File: src/rtl/clock_pkg.sv
// Shared types and default timing for the set-button increment repeater.
package clock_pkg;

    localparam int DEF_DEBOUNCE_CYCLES   = 4;
    localparam int DEF_HOLD_DELAY_CYCLES = 20;
    localparam int DEF_REPEAT_CYCLES     = 5;

    typedef enum logic [1:0] {
        IDLE      = 2'd0,
        HOLD_WAIT = 2'd1,
        REPEAT    = 2'd2,
        LOCKOUT   = 2'd3
    } rep_state_t;

    function automatic int max_int(input int a, input int b);
        return (a > b) ? a : b;
    endfunction

endpackage

File: src/rtl/button_debouncer.sv
// Two-flop synchronizer plus run-length debouncer; level changes after DEBOUNCE_CYCLES
// consecutive disagreeing samples, with one-cycle rise/fall strobes aligned to the change.
module button_debouncer
    import clock_pkg::*;
#(
    parameter int DEBOUNCE_CYCLES = DEF_DEBOUNCE_CYCLES
) (
    input  logic clk,
    input  logic rst_n,
    input  logic button,
    output logic level,
    output logic rise,
    output logic fall
);

    localparam int CNT_W = $clog2(DEBOUNCE_CYCLES + 1);
    localparam logic [CNT_W-1:0] CNT_LAST = CNT_W'(DEBOUNCE_CYCLES - 1);

    logic [1:0]       sync;
    logic [CNT_W-1:0] cnt;

    always_ff @(posedge clk or negedge rst_n) begin
        if (!rst_n) begin
            sync  <= 2'b00;
            cnt   <= '0;
            level <= 1'b0;
            rise  <= 1'b0;
            fall  <= 1'b0;
        end else begin
            sync <= {sync[0], button};
            rise <= 1'b0;
            fall <= 1'b0;
            if (sync[1] != level) begin
                // Last disagreeing sample of the run flips the level and restarts the count.
                if (cnt == CNT_LAST) begin
                    level <= sync[1];
                    rise  <= sync[1];
                    fall  <= ~sync[1];
                    cnt   <= '0;
                end else begin
                    cnt <= cnt + 1'b1;
                end
            end else begin
                cnt <= '0;
            end
        end
    end

endmodule

File: src/rtl/increment_repeater.sv
// Debounced set button to increment strobes: first pulse one cycle after the debounced rise,
// then auto-repeat after HOLD_DELAY_CYCLES and every REPEAT_CYCLES while held and enabled.
module increment_repeater
    import clock_pkg::*;
#(
    parameter int DEBOUNCE_CYCLES   = DEF_DEBOUNCE_CYCLES,
    parameter int HOLD_DELAY_CYCLES = DEF_HOLD_DELAY_CYCLES,
    parameter int REPEAT_CYCLES     = DEF_REPEAT_CYCLES
) (
    input  logic i_Clock,
    input  logic i_Reset_n,
    input  logic i_Button,
    input  logic i_Enable,
    output logic o_Increment_Pulse,
    output logic o_Button_Level,
    output logic o_Repeating
);

    localparam int TMR_W = $clog2(max_int(HOLD_DELAY_CYCLES, REPEAT_CYCLES) + 1);
    localparam logic [TMR_W-1:0] HOLD_LAST   = TMR_W'(HOLD_DELAY_CYCLES - 1);
    localparam logic [TMR_W-1:0] REPEAT_LAST = TMR_W'(REPEAT_CYCLES - 1);

    rep_state_t       state;
    logic [TMR_W-1:0] timer;
    logic             level;
    logic             rise;
    logic             fall;

    button_debouncer #(
        .DEBOUNCE_CYCLES(DEBOUNCE_CYCLES)
    ) u_debouncer (
        .clk    (i_Clock),
        .rst_n  (i_Reset_n),
        .button (i_Button),
        .level  (level),
        .rise   (rise),
        .fall   (fall)
    );

    assign o_Button_Level = level;

    // Timer counts cycles since the last pulse; it is zero whenever not timing.
    always_ff @(posedge i_Clock or negedge i_Reset_n) begin
        if (!i_Reset_n) begin
            state             <= IDLE;
            timer             <= '0;
            o_Increment_Pulse <= 1'b0;
            o_Repeating       <= 1'b0;
        end else begin
            o_Increment_Pulse <= 1'b0;
            o_Repeating       <= 1'b0;
            timer             <= '0;
            if (!i_Enable) begin
                state <= level ? LOCKOUT : IDLE;
            end else begin
                case (state)
                    IDLE: begin
                        if (rise) begin
                            o_Increment_Pulse <= 1'b1;
                            state             <= HOLD_WAIT;
                        end
                    end
                    HOLD_WAIT: begin
                        if (fall) begin
                            state <= IDLE;
                        end else if (timer == HOLD_LAST) begin
                            o_Increment_Pulse <= 1'b1;
                            o_Repeating       <= 1'b1;
                            state             <= REPEAT;
                        end else begin
                            timer <= timer + 1'b1;
                        end
                    end
                    REPEAT: begin
                        // A release landing on an expiry cycle wins over the pulse.
                        if (fall) begin
                            state <= IDLE;
                        end else begin
                            o_Repeating <= 1'b1;
                            if (timer == REPEAT_LAST) begin
                                o_Increment_Pulse <= 1'b1;
                            end else begin
                                timer <= timer + 1'b1;
                            end
                        end
                    end
                    LOCKOUT: begin
                        if (fall) begin
                            state <= IDLE;
                        end
                    end
                    default: state <= IDLE;
                endcase
            end
        end
    end

endmodule

File: config.mk
export PLATFORM = sky130hd
export DESIGN_NAME = increment_repeater
export DESIGN_NICKNAME = d
export VERILOG_FILES = /design/src/rtl/clock_pkg.sv /design/src/rtl/button_debouncer.sv /design/src/rtl/increment_repeater.sv
export SDC_FILE = /design/constraint.sdc
export NUM_CORES = 1
export LEC_CHECK = 0
export BUFFER_PORTS_ARGS = -buffer_cell sky130_fd_sc_hd__buf_2
export CELL_PAD_IN_SITES_DETAIL_PLACEMENT = 1
export CELL_PAD_IN_SITES_GLOBAL_PLACEMENT = 1
export CORE_ASPECT_RATIO = 1.4
export CORE_UTILIZATION = 40
export CTS_CLUSTER_DIAMETER = 80
export DETAILED_ROUTE_END_ITERATION = 8
export HOLD_SLACK_MARGIN = 0.06
export PLACE_DENSITY = 0.78
export SYNTH_ARGS = -nofsm -noshare
export SYNTH_HDL_FRONTEND = slang
export SYNTH_HIERARCHICAL = 1
export SYNTH_SLANG_ARGS = --single-unit
File: constraint.sdc
create_clock -name i_Clock -period 2.2 [get_ports i_Clock]
set_input_delay 0 -clock i_Clock [delete_from_list [all_inputs] [get_ports i_Clock]]
set_output_delay 0 -clock i_Clock [all_outputs]
set_load 0.03 [all_outputs]
==> metrics.csv, run 1 <==
metric,value,unit
RSZ-0062 raised after global routing,false,
Reg-to-Reg Start,state[1],
period utilization,70.6,%
All-Layer GR Usage,14.5,%
max cap viols,0,
# rows,19,
gr ovfl total,0,
CTS Buf Count,3,
hold_ws,152,ps
Post-DP HPWL,1090,um
Root Buffer,clkbuf_4,
drt wl/cell,13.3,um
Max Slew Vio Count,0,
"Seq/Total Area, Yosys",51.1,%
PostCTS Resize Cnt,0,
most frequent cells after synthesis,"17 x dfrtp_1, 8 x ha_1, 7 x nor2_1",
Worst VDD drop,0.520,mV
GRT met1 Usage,17.4,%
reg2reg end,state[0],
worst slew pin tran,375,ps
hold_buf cts,3,
grt met2 use,24.7,%
Finish-stage setup viols,0,
"Req. time, crit path",2380,ps
largest net degree at the start of global routing,18,
slew margin rel.,75.0,%
"top cells by area, synth","dfrtp_1 51%, ha_1 12%, nor3b_1 3.6%, nor2_1 3.2%, a21oi_1 2.4%",
clk_skew,4.23,ps
Port Buf Inserts,6,
Pleak,0.441,nW
worst-skew pair later-pin latency,280,ps
#FFs+latches synth,17,
share of cells above drive strength 1,17.9,%
Mapped Nets,83,
Crit. End Element,flop,
number of global-route vias before repair,581,
Placer Congestion,0.768,
synthesized area per cell,11.7,sq um
Pre-antenna DRT Iters,1,
initial antenna violation count,0,
dpl cells,98,
global-route wire length before repair,2340,um
Yosys cell types,24,
Die Ht,56.0,um
Routed WL,1400,um
Clock Path Buffers,2,
dominant cell type by area after synthesis,dfrtp_1,
Pwr Density,976,nW/um^2
Setup WS pre-CTS,650,ps
post-CTS setup buffer count,0,
Final Worst Setup Slack,647,ps
final hold vios,0,
Routed Antenna Nets,0,
Starting DRT DRC Count,0,
vias per cell,5.18,
Initial Util,42.2,%
CP Launch Point,state[1],
grt peak-use layer,met2,
Tmin final,1550,ps
YS warnings,6,
CP max FO,4,
post-route setup TNS,0,ps
Startpoint Class,flop,
Post-route DRC,0,
met3 usage,2.40,%
post-synthesis instance total,71,
flop2flop setup slack,650,ps
arrival time of the worst setup path,1730,ps
Yosys top cell area share,51.1,%
hold crit path type,input port to asynchronous set/reset pin,
R2R depth,6,
CTS tree,yes,
Clock Sinks,17,
Area growth syn-to-layout,13.7,%
# nets final,97,
mapped cell area,833,sq um
via count,544,
Ant. Diodes,0,
"count leader, synth",dfrtp_1,
Fmax,0.644,GHz
critical path type,flop to flop,
Post-synth top flop,dfrtp_1,
Core Footprint,1970,sq um
Synth async-reset ratio,100,%
htree depth,1,
post-layout util,48.0,%
fill count,225,
Final Non-Filler Cells,105,
Die X,40.6,um
status,finished clean,
io pins,7,
die area,2270,sq um
Worst-path clk slew,100,ps
Setup crit end,state[0],
"EDFF count, synth",0,
[cell type report]
| type | instances | area [sq um] | share of cell area [%] |
|---|---|---|---|
| Clock buffer | 3 | 22.5 | 2.38 |
| Clock inverter | 1 | 5.00 | 0.528 |
| Inverter | 5 | 18.8 | 1.98 |
| Multi-Input combinational cell | 49 | 389 | 41.1 |
| Sequential cell | 17 | 425 | 44.9 |
| Tap cell | 21 | 26.3 | 2.77 |
| Timing Repair Buffer | 9 | 60.1 | 6.34 |
[critical path: stages (launching register included)]
cell and delay (ps):
dfrtp_1 420, inv_1 110, ha_1 180, or2b_1 260, o221ai_2 200, mux2i_1 200, a21oi_1 80
[kinds of logic (layout without fill, tap and decap cells)]
| kind of cell | after synthesis | after routing | synth area share (%) |
|---|---|---|---|
| muxes | 2 | 2 | 2.55 |
| buffers and inverters | 5 | 18 | 2.25 |
| DFF | 17 | 17 | 51.1 |
| and+or+nand+nor | 26 | 26 | 20.4 |
| AOI/OAI and AO/OA | 9 | 9 | 7.51 |
| xor gates and xnor gates | 4 | 4 | 4.20 |
| adders and majority gates | 8 | 8 | 12.0 |
[state kept, by name, summed over array words and instances, names as in the netlist]
register / count
o_Repeating: 1
u_debouncer/level: 1
u_debouncer/cnt: 3
u_debouncer/sync: 2
timer: 5
o_Increment_Pulse: 1
u_debouncer/fall: 1
state: 2
u_debouncer/rise: 1
[worst min-delay path by stage]
stage | from | endpoint | cells after the start
2_1_floorplan | i_Reset_n | o_Increment_Pulse | 0
3_3_place_gp | i_Reset_n | o_Repeating | 1
3_5_place_dp | i_Reset_n | o_Repeating | 1
4_1_cts | i_Reset_n | o_Repeating | 2
5_1_grt | i_Reset_n | o_Repeating | 2
6_report | i_Reset_n | o_Repeating | 2
[cell usage in the layout, fill, tap and decap left out, types with 3 or more instances in the layout]
cell type / count
dfrtp_1: 17
ha_1: 8
nor2_1: 7
buf_2: 6
inv_1: 5
nand3_1: 4
a21oi_1: 4
nor3b_1: 4
nand2b_1: 3
clkbuf_4: 3
dlygate4sd3_1: 3
[where the power goes]
part	internal [W]	leakage (nW)	switching (W)	total, W
logic	0.000148	0.200	0.000192	0.000341
registers	0.000368	0.224	0.0000515	0.000419
clock network	0.0000674	0.0177	0.0000971	0.000164
[layer usage]
layer | wire [um] | part of all wire, % | up-vias
li1 | - | - | 267
met1 | 586 | 42 | 269
met2 | 771 | 55 | 6
met3 | 29 | 2.1 | 2
met4 | 7 | 0.50 | 0
met5 | 0 | 0 | -
[metrics by stage]
stage	cell area (sq um)	power (W)
final	947	0.000925
after global routing	947	0.00101
after CTS	947	0.000939
after detailed placement	890	0.000771
after global placement	890	0.000755
after floorplan	833	0.000682
(Power assumes the default switching activity.)
==> run 2, diff against run 1 <==
clock period = 1.5 ns   (was 2.2 ns; I/O delays follow)
==> metrics.csv, run 2 (synthesis results as in run 1) <==
metric,value,unit
# nets final,105,
global-route wire length before repair,3130,um
Top reg by flops,timer,
Post-DP HPWL,1350,um
dpl cells,103,
Worst-path clk slew,100,ps
Finish-stage setup viols,2,
gr ovfl total,0,
Routed Antenna Nets,0,
largest net degree at the start of global routing,18,
Startpoint Class,flop,
Port Buf Inserts,6,
# rows,19,
status,"complete, but fails checks",
Clock Sinks,17,
failing checks,negative setup slack,
share of cells above drive strength 1,40.2,%
max FFs per register,5,
final hold vios,0,
io pins,7,
Fmax,0.662,GHz
grt met2 use,36.1,%
CP max FO,4,
CP max stage delay,400,ps
Final Non-Filler Cells,113,
Setup WS pre-CTS,-62.5,ps
Flop pwr share,37.9,%
Area growth syn-to-layout,29.0,%
number of global-route vias before repair,731,
Die Ht,56.0,um
Die X,40.6,um
htree depth,1,
clk_skew,2.83,ps
Post-route DRC,0,
Reg-to-Reg Start,state[1],
Routed WL,1890,um
Initial Util,42.2,%
CP top delay family,flip-flops,
Core Footprint,1970,sq um
internal power,0.00102,W
All-Layer GR Usage,20.1,%
CTS Buf Count,3,
CP Launch Point,state[1],
arrival time of the worst setup path,1690,ps
fill count,224,
met3 usage,4.00,%
worst-skew pair later-pin latency,280,ps
Clock Path Buffers,2,
hold crit path type,input port to asynchronous set/reset pin,
Net Sw Power,0.000636,W
Placer Congestion,0.819,
slew margin rel.,74.1,%
Crit. End Element,flop,
"Req. time, crit path",1680,ps
CP max stage cell,dfrtp_1,
Pre-antenna DRT Iters,2,
clock power share,14.8,%
drt wl/cell,16.8,um
vias per cell,5.36,
die area,2270,sq um
critical path type,flop to flop,
GRT met1 Usage,19.1,%
Max Slew Vio Count,0,
CP cell instances,buf_4 -> ha_2 -> nor2_2 -> o221ai_4 -> buf_4 -> nand2_1 -> a21oi_1,
Starting DRT DRC Count,1,
flop2flop setup slack,-10,ps
Tmin final,1510,ps
Pwr Density,1540,nW/um^2
R2R depth,7,
Pleak,0.480,nW
Bufs and invs on worst path,2,
most frequent cells in the layout,"16 x dfrtp_1, 8 x buf_4, 6 x buf_2",
Ant. Diodes,0,
initial antenna violation count,0,
worst slew pin tran,388,ps
max cap viols,0,
CTS tree,yes,
RSZ-0062 raised after global routing,true,
period utilization,101,%
combinational power share,47.3,%
Net Sw Frac,38.4,%
Root Buffer,clkbuf_4,
cell mode on critical path,buf_4,
reg2reg end,state[1],
Worst VDD drop,0.937,mV
biggest regs,"timer: 5 flops, u_debouncer/cnt: 3 flops",
grt peak-use layer,met2,
"most common cell after layout, fill and taps aside",dfrtp_1,
Final Worst Setup Slack,-10.2,ps
via count,606,
run 2: through the flow:
step | setup TNS, ps | hold WS [ps] | util, % | power [W] | cell area [sq um]
finish | -19.7 | 161 | 54.5 | 0.00166 | 1070
global route | -176 | 211 | 54.5 | 0.00177 | 1070
CTS | -53.6 | 173 | 52.5 | 0.00159 | 1040
detailed placement | -68.0 | -56.3 | 47.0 | 0.00121 | 927
global placement | 0 | -64.3 | 47.0 | 0.00116 | 927
floorplan | 0 | -296 | - | 0.00100 | 833
run 2: worst max-delay path by stage:
stage | end | depth (start not counted)
after global placement | state[0] | 6
final | state[1] | 7
after CTS | state[0] | 6
after global routing | state[1] | 5
after detailed placement | state[0] | 6
after floorplan | state[0] | 6
run 2: metal layers:
layer	up-vias	wire (um)	part of all wire, %
li1	287	-	-
met1	305	675	36
met5	-	0	0
met2	10	1150	61
met3	4	36	1.9
met4	0	29	1.5
run 2: cell type report:
| type | instances | area (sq um) | area share, % |
|---|---|---|---|
| inverter | 5 | 18.8 | 1.75 |
| timing repair buffer | 17 | 120 | 11.2 |
| sequential | 17 | 427 | 39.7 |
| multi-input combinational | 49 | 457 | 42.5 |
| tap | 21 | 26.3 | 2.44 |
| clock buffer | 4 | 26.3 | 2.44 |
run 2: repair_timing:
| action | 4_1_cts | 5_1_grt |
|---|---|---|
| gates resized for setup | 10 | 8 |
| pin swaps | 2 | 9 |
| gates cloned | 0 | 0 |
| setup endpoints to repair | 3 | 7 |
| endpoints found under the hold margin | 23 | 0 |
| setup buffers | 2 | 1 |
| hold buffers | 3 | 0 |
run 2: power by group through the flow:
stage          Combinational [W]  Clock (W)  Sequential [W]
6_report                0.000783   0.000245        0.000628
5_1_grt                 0.000854   0.000269        0.000645
4_1_cts                 0.000707   0.000252        0.000630
3_5_place_dp            0.000586          0        0.000625
3_3_place_gp            0.000546          0        0.000613
2_1_floorplan           0.000351          0        0.000648
==> run 3, diff against run 2 <==
BUFFER_PORTS_ARGS = default   (was -buffer_cell sky130_fd_sc_hd__buf_2)
CTS_BUF_LIST = sky130_fd_sc_hd__clkbuf_4   (was default)
DONT_BUFFER_PORTS = 1   (was default)
PLACE_DENSITY = 0.74   (was 0.78)
==> metrics.csv, run 3 (synthesis results as in run 1) <==
metric,value,unit
All-Layer GR Usage,17.2,%
io pins,7,
Core Footprint,1970,sq um
global-route wire length before repair,2670,um
Flop pwr share,40.7,%
worst-skew pair later-pin latency,280,ps
RSZ-0062 raised after global routing,true,
Tmin final,1480,ps
Pleak,0.457,nW
Initial Util,42.2,%
Routed Antenna Nets,0,
flop2flop setup slack,20,ps
dpl cells,99,
failing checks,negative hold slack,
Clock Sinks,17,
"Req. time, crit path",1670,ps
Final Cell Area,1020,sq um
Starting DRT DRC Count,7,
hold_ws,-199,ps
critical path type,flop to flop,
internal power,0.00100,W
slew margin rel.,50.5,%
"most common cell after layout, fill and taps aside",dfrtp_1,
Finish-stage setup viols,0,
htree depth,1,
Routed WL,1600,um
final hold vios,9,
Net Sw Frac,35.8,%
R2R depth,6,
die area,2270,sq um
worst slew pin tran,740,ps
Net Sw Power,0.000560,W
Setup crit end,state[0],
period utilization,98.7,%
Clock Path Buffers,2,
Post-route DRC,0,
Reg-to-Reg Start,state[1],
clock power share,16.1,%
initial antenna violation count,0,
Root Buffer,clkbuf_4,
Max Slew Vio Count,0,
CTS tree,yes,
gr ovfl total,0,
largest net degree at the start of global routing,18,
clk_skew,1.90,ps
Area growth syn-to-layout,22.5,%
Placer Congestion,0.801,
number of global-route vias before repair,626,
Port Buf Inserts,0,
via count,576,
most frequent cells in the layout,"16 x dfrtp_1, 9 x buf_4, 7 x nor2_1",
fill count,208,
drt wl/cell,14.8,um
post-layout util,51.7,%
Worst VDD drop,0.893,mV
Worst-path clk slew,90,ps
max FFs per register,5,
reg2reg end,state[0],
# nets final,100,
CTS Buf Count,3,
vias per cell,5.33,
status,"complete, but fails checks",
Top reg by flops,timer,
Fmax,0.676,GHz
Final Non-Filler Cells,108,
Post-DP HPWL,1210,um
max cap viols,0,
hold crit path type,input port to flop,
combinational power share,43.2,%
Crit. End Element,flop,
Pre-antenna DRT Iters,4,
# rows,19,
arrival time of the worst setup path,1650,ps
biggest regs,"timer: 5 flops, u_debouncer/cnt: 3 flops",
share of cells above drive strength 1,31.0,%
Startpoint Class,flop,
Die Ht,56.0,um
Ant. Diodes,0,
placed cell area,912,sq um
hold_buf cts,3,
CP Launch Point,state[1],
Die X,40.6,um
CP max FO,2,
Pwr Density,1530,nW/um^2
==> run 3: cell type report <==
| class | instances | area [sq um] | share of cell area, % |
|---|---|---|---|
| Sequential cell | 17 | 427 | 41.8 |
| Timing Repair Buffer | 12 | 97.6 | 9.56 |
| Clock buffer | 4 | 30.0 | 2.94 |
| Tap cell | 21 | 26.3 | 2.57 |
| Inverter | 5 | 18.8 | 1.84 |
| Multi-Input combinational cell | 49 | 422 | 41.3 |
==> run 3: through the flow <==
stage          setup TNS, ps  hold slack (ps)  power, W  setup WS, ps
6_report                   0             -199   0.00156          19.9
4_1_cts                    0             -215   0.00148          1.98
3_3_place_gp               0             -295   0.00117          68.3
5_1_grt                -92.8             -221   0.00169         -57.2
3_5_place_dp               0             -295   0.00120          38.7
2_1_floorplan              0             -296   0.00100          34.5
==> run 3: worst min-delay path by stage <==
stage	from	end	slack [ps]	cells after the start
final	i_Enable	state[0]	-200	1
after global routing	i_Enable	state[0]	-220	1
after CTS	i_Enable	state[0]	-210	1
after detailed placement	i_Reset_n	o_Repeating	-300	0
after global placement	i_Reset_n	o_Increment_Pulse	-300	0
after floorplan	i_Reset_n	o_Increment_Pulse	-300	0
==> run 3: power by group through the flow <==
| stage | clock (W) | sequential (W) | combinational, W |
|---|---|---|---|
| floorplan | 0 | 0.000648 | 0.000351 |
| global placement | 0 | 0.000627 | 0.000545 |
| detailed placement | 0 | 0.000631 | 0.000565 |
| CTS | 0.000263 | 0.000622 | 0.000591 |
| global route | 0.000286 | 0.000649 | 0.000759 |
| finish | 0.000252 | 0.000636 | 0.000675 |
==> run 3: critical path, cell delays in order (launching register included) <==
cell	delay, ps
dfrtp_1	400
inv_2	80
ha_4	130
or2b_1	250
o221ai_2	230
mux2i_1	200
a21oi_1	80
==> run 3: layer usage <==
| layer | share of wire [%] | GRT usage (%) | vias up |
|---|---|---|---|
| met3 | 2.1 | 4.00 | 2 |
| met1 | 40 | 21.2 | 289 |
| met5 | 0 | 0 | - |
| li1 | - | - | 276 |
| met2 | 57 | 27.9 | 9 |
| met4 | 1.0 | 5.71 | 0 |
==> run 3: what timing repair did <==
item,CTS,global route
gates resized for setup,0,11
endpoints found under the setup margin,0,6
setup buffers,0,2
endpoints found under the hold margin,27,9
